**config.mk**
```make
export PLATFORM = sky130hd
export DESIGN_NAME = ks_chunk_sequencer
export DESIGN_NICKNAME = d
export VERILOG_FILES = /design/src/rtl/ks_chunk_sequencer.sv
export SDC_FILE = /design/constraint.sdc
export NUM_CORES = 1
export LEC_CHECK = 0
export CAP_MARGIN = 10
export CELL_PAD_IN_SITES_DETAIL_PLACEMENT = 0
export CELL_PAD_IN_SITES_GLOBAL_PLACEMENT = 1
export CORE_AREA = 5 5 87 89
export CTS_BUF_LIST = sky130_fd_sc_hd__clkbuf_2
export CTS_CLUSTER_DIAMETER = 200
export DETAILED_ROUTE_END_ITERATION = 7
export DIE_AREA = 0 0 92 94
export PLACE_DENSITY_LB_ADDON = 0.1
export SYNTH_ARGS = -nofsm -noshare
export SYNTH_HDL_FRONTEND = slang
export SYNTH_SLANG_ARGS = --single-unit
```
**constraint.sdc**
```tcl
create_clock -name clk -period 3.1 [get_ports clk]
set_input_delay 0.465 -clock clk [delete_from_list [all_inputs] [get_ports clk]]
set_output_delay 0.465 -clock clk [all_outputs]
set_load 0.05 [all_outputs]
```
**src/rtl/ks_chunk_sequencer.sv**
```systemverilog
// Multi-cycle wide adder: slices W-bit operands into 4-bit chunks and runs
// them LSB first through a single 4-bit Kogge-Stone core, chaining the
// carry between chunks through a register.

// 4-bit Kogge-Stone adder core: {cout, sum[3:0]} = a + b + cin.
// The carry-in is treated as an extra generate bit below bit 0, so the
// prefix tree spans five positions and needs three levels.
module ks_add4 (
    input  logic [3:0] a,
    input  logic [3:0] b,
    input  logic       cin,
    output logic [4:0] sum
);
    logic [4:0] g0, p0, g1, p1, g2, g3;
    logic       p2_top;

    assign g0 = {a & b, cin};
    assign p0 = {a ^ b, 1'b0};

    genvar gi;
    generate
        for (gi = 0; gi < 5; gi++) begin : g_tree
            // Distance-1 combine
            if (gi >= 1) begin : g_l1
                assign g1[gi] = g0[gi] | (p0[gi] & g0[gi-1]);
                assign p1[gi] = p0[gi] & p0[gi-1];
            end else begin : g_l1_pass
                assign g1[gi] = g0[gi];
                assign p1[gi] = p0[gi];
            end
            // Distance-2 combine
            if (gi >= 2) begin : g_l2
                assign g2[gi] = g1[gi] | (p1[gi] & g1[gi-2]);
            end else begin : g_l2_pass
                assign g2[gi] = g1[gi];
            end
        end
    endgenerate

    // Only the top position still needs a distance-4 combine.
    assign p2_top = p1[4] & p1[2];
    assign g3     = {g2[4] | (p2_top & g2[0]), g2[3:0]};

    // g3[i] is the carry into operand bit i; g3[4] is the carry-out.
    assign sum = {g3[4], (a ^ b) ^ g3[3:0]};
endmodule

module ks_chunk_sequencer #(
    parameter int W = 16
) (
    input  logic         clk,
    input  logic         rst_n,
    input  logic         in_valid,
    output logic         in_ready,
    input  logic [W-1:0] a,
    input  logic [W-1:0] b,
    input  logic         cin,
    output logic         out_valid,
    input  logic         out_ready,
    output logic [W:0]   sum,
    output logic         busy
);
    localparam int CHUNKS = W / 4;
    localparam int CW     = (CHUNKS > 1) ? $clog2(CHUNKS) : 1;

    typedef enum logic [1:0] {
        IDLE = 2'd0,
        RUN  = 2'd1,
        DONE = 2'd2
    } state_t;

    state_t        state_reg, state_next;
    logic [W-1:0]  a_sh_reg, b_sh_reg, partial_reg;
    logic          carry_reg;
    logic [CW-1:0] cnt_reg;
    logic [W:0]    sum_reg;

    logic          accept, last_chunk;
    logic [4:0]    core_sum;
    logic [W-1:0]  partial_next;

    ks_add4 u_core (
        .a   (a_sh_reg[3:0]),
        .b   (b_sh_reg[3:0]),
        .cin (carry_reg),
        .sum (core_sum)
    );

    // The newest chunk sum enters from the top; for a single chunk it is the whole result.
    generate
        if (W == 4) begin : g_single
            assign partial_next = core_sum[3:0];
        end else begin : g_multi
            assign partial_next = {core_sum[3:0], partial_reg[W-1:4]};
        end
    endgenerate

    // State register
    always_ff @(posedge clk or negedge rst_n) begin
        if (!rst_n) state_reg <= IDLE;
        else        state_reg <= state_next;
    end

    // Next-state logic and handshake outputs
    always_comb begin
        state_next = state_reg;
        in_ready   = 1'b0;
        out_valid  = 1'b0;
        busy       = 1'b0;
        accept     = 1'b0;
        last_chunk = 1'b0;
        case (state_reg)
            IDLE: begin
                in_ready = 1'b1;
                if (in_valid) begin
                    accept     = 1'b1;
                    state_next = RUN;
                end
            end
            RUN: begin
                busy = 1'b1;
                if (cnt_reg == CW'(CHUNKS - 1)) begin
                    last_chunk = 1'b1;
                    state_next = DONE;
                end
            end
            DONE: begin
                busy      = 1'b1;
                out_valid = 1'b1;
                if (out_ready) state_next = IDLE;
            end
            default: state_next = IDLE;
        endcase
    end

    // Operand shifting, carry chaining and result capture
    always_ff @(posedge clk or negedge rst_n) begin
        if (!rst_n) begin
            a_sh_reg    <= '0;
            b_sh_reg    <= '0;
            partial_reg <= '0;
            carry_reg   <= 1'b0;
            cnt_reg     <= '0;
            sum_reg     <= '0;
        end else if (accept) begin
            a_sh_reg  <= a;
            b_sh_reg  <= b;
            carry_reg <= cin;
            cnt_reg   <= '0;
        end else if (state_reg == RUN) begin
            a_sh_reg    <= a_sh_reg >> 4;
            b_sh_reg    <= b_sh_reg >> 4;
            carry_reg   <= core_sum[4];
            partial_reg <= partial_next;
            cnt_reg     <= cnt_reg + CW'(1);
            if (last_chunk) sum_reg <= {core_sum[4], partial_next};
        end
    end

    assign sum = sum_reg;
endmodule
```
==> results.json, run 1 <==
{
  "fin_crit_sh_pct": 85.4,
  "syn_inst": 256,
  "drtAntennaViolNets": 0,
  "cts_buffer_depth": 2,
  "cp_top_family": "buffers and inverters",
  "preCtsSetupSlack_ns": 0.806,
  "synth_seq_area_share_pct": 55.3,
  "synth_xor_xnor_area_share_pct": 0.586,
  "cts_max_level": 3,
  "fmax_mhz": 378,
  "design_area_um2": 3760,
  "vias": 2000,
  "synth_edf_count": 0,
  "gp_congestion": 0.701,
  "finalClockSkew_ns": 0.0278,
  "insertion_delay_ns": 0.48,
  "hp-class": "in2async",
  "cts_resized": 0,
  "coreArea_um2": 6680,
  "insertedDiodeCount": 0,
  "crit_required_ns": 2.63,
  "cp_num_buf_inv": 2,
  "ff2ff_path_depth": 5,
  "synth-simple-area-share_pct": 9.42,
  "critical_path_depth": 3,
  "synth_mux_area_share_pct": 17.4,
  "highest_layer": "met4",
  "avgViaCountPerCell": 5.03,
  "setup_tns_ns": 0,
  "crit_type": "reg2out",
  "grt_max_degree": 67,
  "netlist_area_um2": 2990,
  "nNetsFinal": 361,
  "worstMarginPinSlew_ns": 0.563,
  "ys_async_sr_fraction_pct": 100,
  "cp_slowest_cell": "clkdlybuf4s50_1",
  "end_kind": "output port",
  "synthToLayoutAreaGrowth_pct": 25.7,
  "track_usage_pct": 14.2,
  "cp_slowest_stage_delay_ns": 0.84,
  "finalWorstSetupSlack_ns": 0.451,
  "grt_overflow": 0,
  "hold_violations": 0,
  "synth_area_per_cell_um2": 11.7,
  "ys_ff_latch": 66,
  "drive_gt1_share_pct": 15.1,
  "dr_wl_met2_mm": 2.57,
  "clkTransAtPathRegs_ns": 0.19,
  "path_cells": "inv_1 > ha_1 > clkdlybuf4s50_1",
  "status": "finished clean",
  "setup_violations": 0,
  "start_kind": "flop",
  "drt_iter0_drc": 57,
  "synthAdderAreaFrac_pct": 4.86,
  "m1WireLength_mm": 2.66,
  "cap_viol_max_count": 0,
  "crit_fanout": 6,
  "largest_register_ffs": 17,
  "wire_per_inst_um": 14.0,
  "fp.dieW_um": 92,
  "initial_utilization_pct": 44.7,
  "cts.sinks": 66,
  "grt_pass1_vias": 2030,
  "die_h_um": 94,
  "met3WireLength_um": 262,
  "io_pins": 57,
  "antenna_found_initial": 0,
  "dr.pass1.iters": 4,
  "wl_mm": 5.58,
  "post-route-min-period_ns": 2.65,
  "port_buffers": 56,
  "synth-compound-area-share_pct": 9.04,
  "hold_slack_ns": 0.478,
  "yosys_warnings": 0,
  "dp_hpwl_mm": 3.90,
  "synth_top_family_by_area": "multiplexers",
  "power.density_nw_per_um2": 1090,
  "grt_pass1_wl_mm": 9.63,
  "placed_cell_area_um2": 3610,
  "rows": 30,
  "yosysUniqueCellTypes": 36,
  "synth_nets": 304,
  "cts_tree": "yes",
  "synth_flop_cell": "dfrtp_1",
  "slew_violations": 0,
  "drc_errors": 0,
  "slew_headroom_pct": 62.5,
  "root_buffer": "clkbuf_2",
  "rsz0062_at_grt": "no",
  "dieArea_um2": 8650,
  "cts_buffers": 9,
  "p_leak_nw": 1.68,
  "power.ir.vdd_worst_uv": 295,
  "p_total_mw": 4.09,
  "arrival_ns": 2.18
}
==> cell usage after synthesis, drive strengths merged (2+ instances only) <==
library cell,instances,area (µm²)
and2,2,13.8
buf,10,61.3
nand3,2,15.0
o31ai,4,30.0
mux2i,26,260
dfrtp,66,1650
ha,10,125
nand3b,8,60.1
clkbuf,5,20.0
inv,6,22.5
nand2,43,161
mux2,23,259
a21oi,4,20.0
xnor2,2,17.5
nor2,3,11.3
o21ai,28,140
a31oi,2,12.5
==> layout make-up <==
cell class                      count  area (µm²)
Multi-Input combinational cell    169        1240
Fill cell                         623        2920
Clock inverter                      7        93.8
Sequential cell                    66        1650
Inverter                            6        22.5
Timing Repair Buffer               61         608
Tap cell                           80         100
Clock buffer                        9        45.0
==> layout by cell type, fill, tap and decap left out, types with 2 or more instances in the layout <==
master	Yosys	layout
a21oi_1	4	4
a31oi_1	2	2
buf_4	2	3
bufinv_16	0	2
clkbuf_2	1	9
clkdlybuf4s50_1	0	55
clkinv_2	0	2
clkinvlp_4	0	2
dfrtp_1	66	66
ha_1	10	9
inv_1	5	5
mux2_2	22	22
mux2i_1	26	26
nand2_1	43	43
nand3b_1	8	8
nor2_1	3	3
o21ai_0	28	28
o31ai_1	4	4
xnor2_1	2	2
==> report_power, final <==
part	internal (mW)	switching (mW)	total, mW
sequential	1.26	0.234	1.50
combinational	0.864	1.15	2.01
clock	0.265	0.312	0.577
==> layer usage <==
layer	track usage, %	vias up
met5	0	-
met4	5.94	0
met3	4.01	9
met2	21.8	45
met1	18.8	940
li1	-	1006
==> worst paths after layout <==
| check | start | to | slack, ns |
|---|---|---|---|
| min reg2reg | sum[7]$_DFFE_PN0P_ | sum[7]$_DFFE_PN0P_ | 0.53 |
| max reg2reg | state_reg[0]$_DFFE_PN0P_ | sum[3]$_DFFE_PN0P_ | 1.04 |
| min in group clk | b[14] | b_sh_reg[14]$_DFFE_PN0P_ | 0.48 |
| max | state_reg[1]$_DFFE_PN0P_ | in_ready | 0.45 |
| max in group asynchronous | rst_n | cnt_reg[0]$_DFFE_PN0P_ | 2.30 |
| min | rst_n | sum[1]$_DFFE_PN0P_ | 0.48 |
==> tightest hold or removal path: stages <==
cell and delay, ns:
dlygate4sd3_1 0.52, buf_2 0.12, buf_12 0.29
==> through the flow <==
| stage | instances | util [%] |
|---|---|---|
| floorplan | 256 | - |
| global placement | 381 | 54.0 |
| detailed placement | 381 | 54.0 |
| CTS | 398 | 56.2 |
| global route | 398 | 56.2 |
| finish | 398 | 56.2 |
==> kinds of logic after synthesis <==
kind of cell,after synthesis
buf+inv,21
compound gates,46
mux,49
xor+xnor,2
simple gates,61
fa+ha+maj,11
flops,66
==> timing repair <==
item / CTS / global route
buffers inserted: 0 / 0
endpoints found under the setup margin: 0 / 0
endpoints found under the hold margin: 66 / 0
hold buffers: 1 / 0
No activity file was read; power rests on OpenSTA's default activity.
==> inputs of run 2 (changes only) <==
Settings changed: CORE_AREA 5 5 87 89 to 2 2 84 86, DIE_AREA 0 0 92 94 to 0 0 86 88.
==> run 2 against run 1 <==
Worst hold slack got worse by 0.35 ns. Flip-flop and latch count did not move. Via count up 1.1%. First-iteration DRC count grew 42%. Combinational power is essentially flat. Design area about the same. Final cell count fell by 0.25%. Critical path depth is the same. Total power grew 1.9%.
==> results.json, run 2 (synthesis results as in run 1) <==
{
  "status": "finished clean",
  "crit_fanout": 6,
  "finalWorstSetupSlack_ns": 0.474,
  "io_pins": 57,
  "arrival_ns": 2.16,
  "slew_headroom_pct": 33.1,
  "preCtsSetupSlack_ns": 0.782,
  "hp-class": "in2async",
  "dr.pass1.iters": 6,
  "reg2reg_to": "sum[10]$_DFFE_PN0P_",
  "clkTransAtPathRegs_ns": 0.20,
  "synthToLayoutAreaGrowth_pct": 25.7,
  "cts_buffer_depth": 2,
  "initial_utilization_pct": 45.0,
  "cts_max_level": 3,
  "nNetsFinal": 360,
  "power.density_nw_per_um2": 1110,
  "antenna_found_initial": 0,
  "wire_per_inst_um": 13.9,
  "cts_hold_buffers": 0,
  "setup_violations": 0,
  "setup_tns_ns": 0,
  "cts_buffers": 9,
  "r2r_start": "state_reg[0]$_DFFE_PN0P_",
  "wl_mm": 5.53,
  "drt_iter0_drc": 81,
  "insertion_delay_ns": 0.48,
  "drive_gt1_share_pct": 15.1,
  "final_common_cell": "dfrtp_1",
  "worstMarginPinSlew_ns": 1.00,
  "rows": 30,
  "port_buffers": 56,
  "cts_tree": "yes",
  "cts.sinks": 66,
  "cts_resized": 0,
  "ff2ff_path_depth": 5,
  "vias": 2022,
  "slew_violations": 0,
  "crit_type": "reg2out",
  "rsz0062_at_grt": "no",
  "grt_overflow": 0,
  "avgViaCountPerCell": 5.09,
  "p_total_mw": 4.17,
  "hold_violations": 0,
  "dieArea_um2": 7570,
  "drc_errors": 0,
  "fin_crit_sh_pct": 84.7,
  "start_kind": "flop",
  "dp_hpwl_mm": 3.88,
  "gp_congestion": 0.778,
  "post-route-min-period_ns": 2.63,
  "die_h_um": 88,
  "end_kind": "output port",
  "grt_pass1_vias": 1995,
  "cap_viol_max_count": 0,
  "grt_pass1_wl_mm": 9.56,
  "layout_common_cells": "dfrtp_1, clkdlybuf4s50_1, nand2_1",
  "drtAntennaViolNets": 0,
  "fp.dieW_um": 86,
  "grt_max_degree": 46,
  "largest_register_ffs": 17,
  "root_buffer": "clkbuf_2",
  "cts_setup_buffers": 0,
  "reg2reg_slack_ns": 1.03,
  "crit_required_ns": 2.63,
  "power.ir.vdd_worst_uv": 386,
  "coreArea_um2": 6640,
  "fmax_mhz": 381,
  "finalClockSkew_ns": 0.0248,
  "p_leak_nw": 1.68,
  "insertedDiodeCount": 0,
  "track_usage_pct": 16.4
}
-- run 2: changes by cell type in the layout (fill, tap and decap cells not counted), sizes merged --
cell         delta
dlygate4sd3     -1
clkinv          -2
bufinv          +1
clkinvlp        +1
-- run 2: power by group --
group          switching (mW)  internal (mW)  total, mW
clock network           0.319          0.345      0.664
registers               0.241           1.26       1.51
logic                    1.14          0.855       2.00
total                    1.70           2.47       4.17
-- run 2: worst max path at each step --
stage                             start            endpoint  slack [ns]
2_1_floorplan  state_reg[1]$_DFFE_PN0P_  sum[1]$_DFFE_PN0P_        1.08
3_3_place_gp                   in_valid  sum[6]$_DFFE_PN0P_        0.82
3_5_place_dp                   in_valid  sum[5]$_DFFE_PN0P_        0.78
4_1_cts        state_reg[1]$_DFFE_PN0P_            in_ready        0.42
5_1_grt        state_reg[1]$_DFFE_PN0P_            in_ready        0.33
6_report       state_reg[1]$_DFFE_PN0P_            in_ready        0.47
-- run 2: metal layers --
metal  global-route usage, %  up-vias  share of wire, %
li1                        -     1006                 -
met1                    21.9      962                48
met2                    25.4       45                47
met3                    3.96        9               3.8
met4                    7.22        0               1.4
met5                       0        -                 0
-- run 2: critical path, stage by stage (launching register included) --
cell and delay (ns):
dfrtp_1 0.42, inv_1 0.15, ha_1 0.28, clkdlybuf4s50_1 0.85
-- run 2: layout make-up --
cell class	count	area, µm²
timing repair buffer	60	586
sequential	66	1650
tap	80	100
fill	631	2890
multi-input combinational	169	1240
clock inverter	7	118
clock buffer	9	45.0
inverter	6	22.5
-- run 2: stage by stage --
| step | area (µm²) | instances | utilization (%) | hold WS, ns |
|---|---|---|---|---|
| 2_1_floorplan | 2990 | 256 | - | 0.169 |
| 3_3_place_gp | 3600 | 381 | 54.1 | 0.488 |
| 3_5_place_dp | 3600 | 381 | 54.1 | 0.492 |
| 4_1_cts | 3760 | 397 | 56.6 | 0.121 |
| 5_1_grt | 3760 | 397 | 56.6 | 0.146 |
| 6_report | 3760 | 397 | 56.6 | 0.123 |
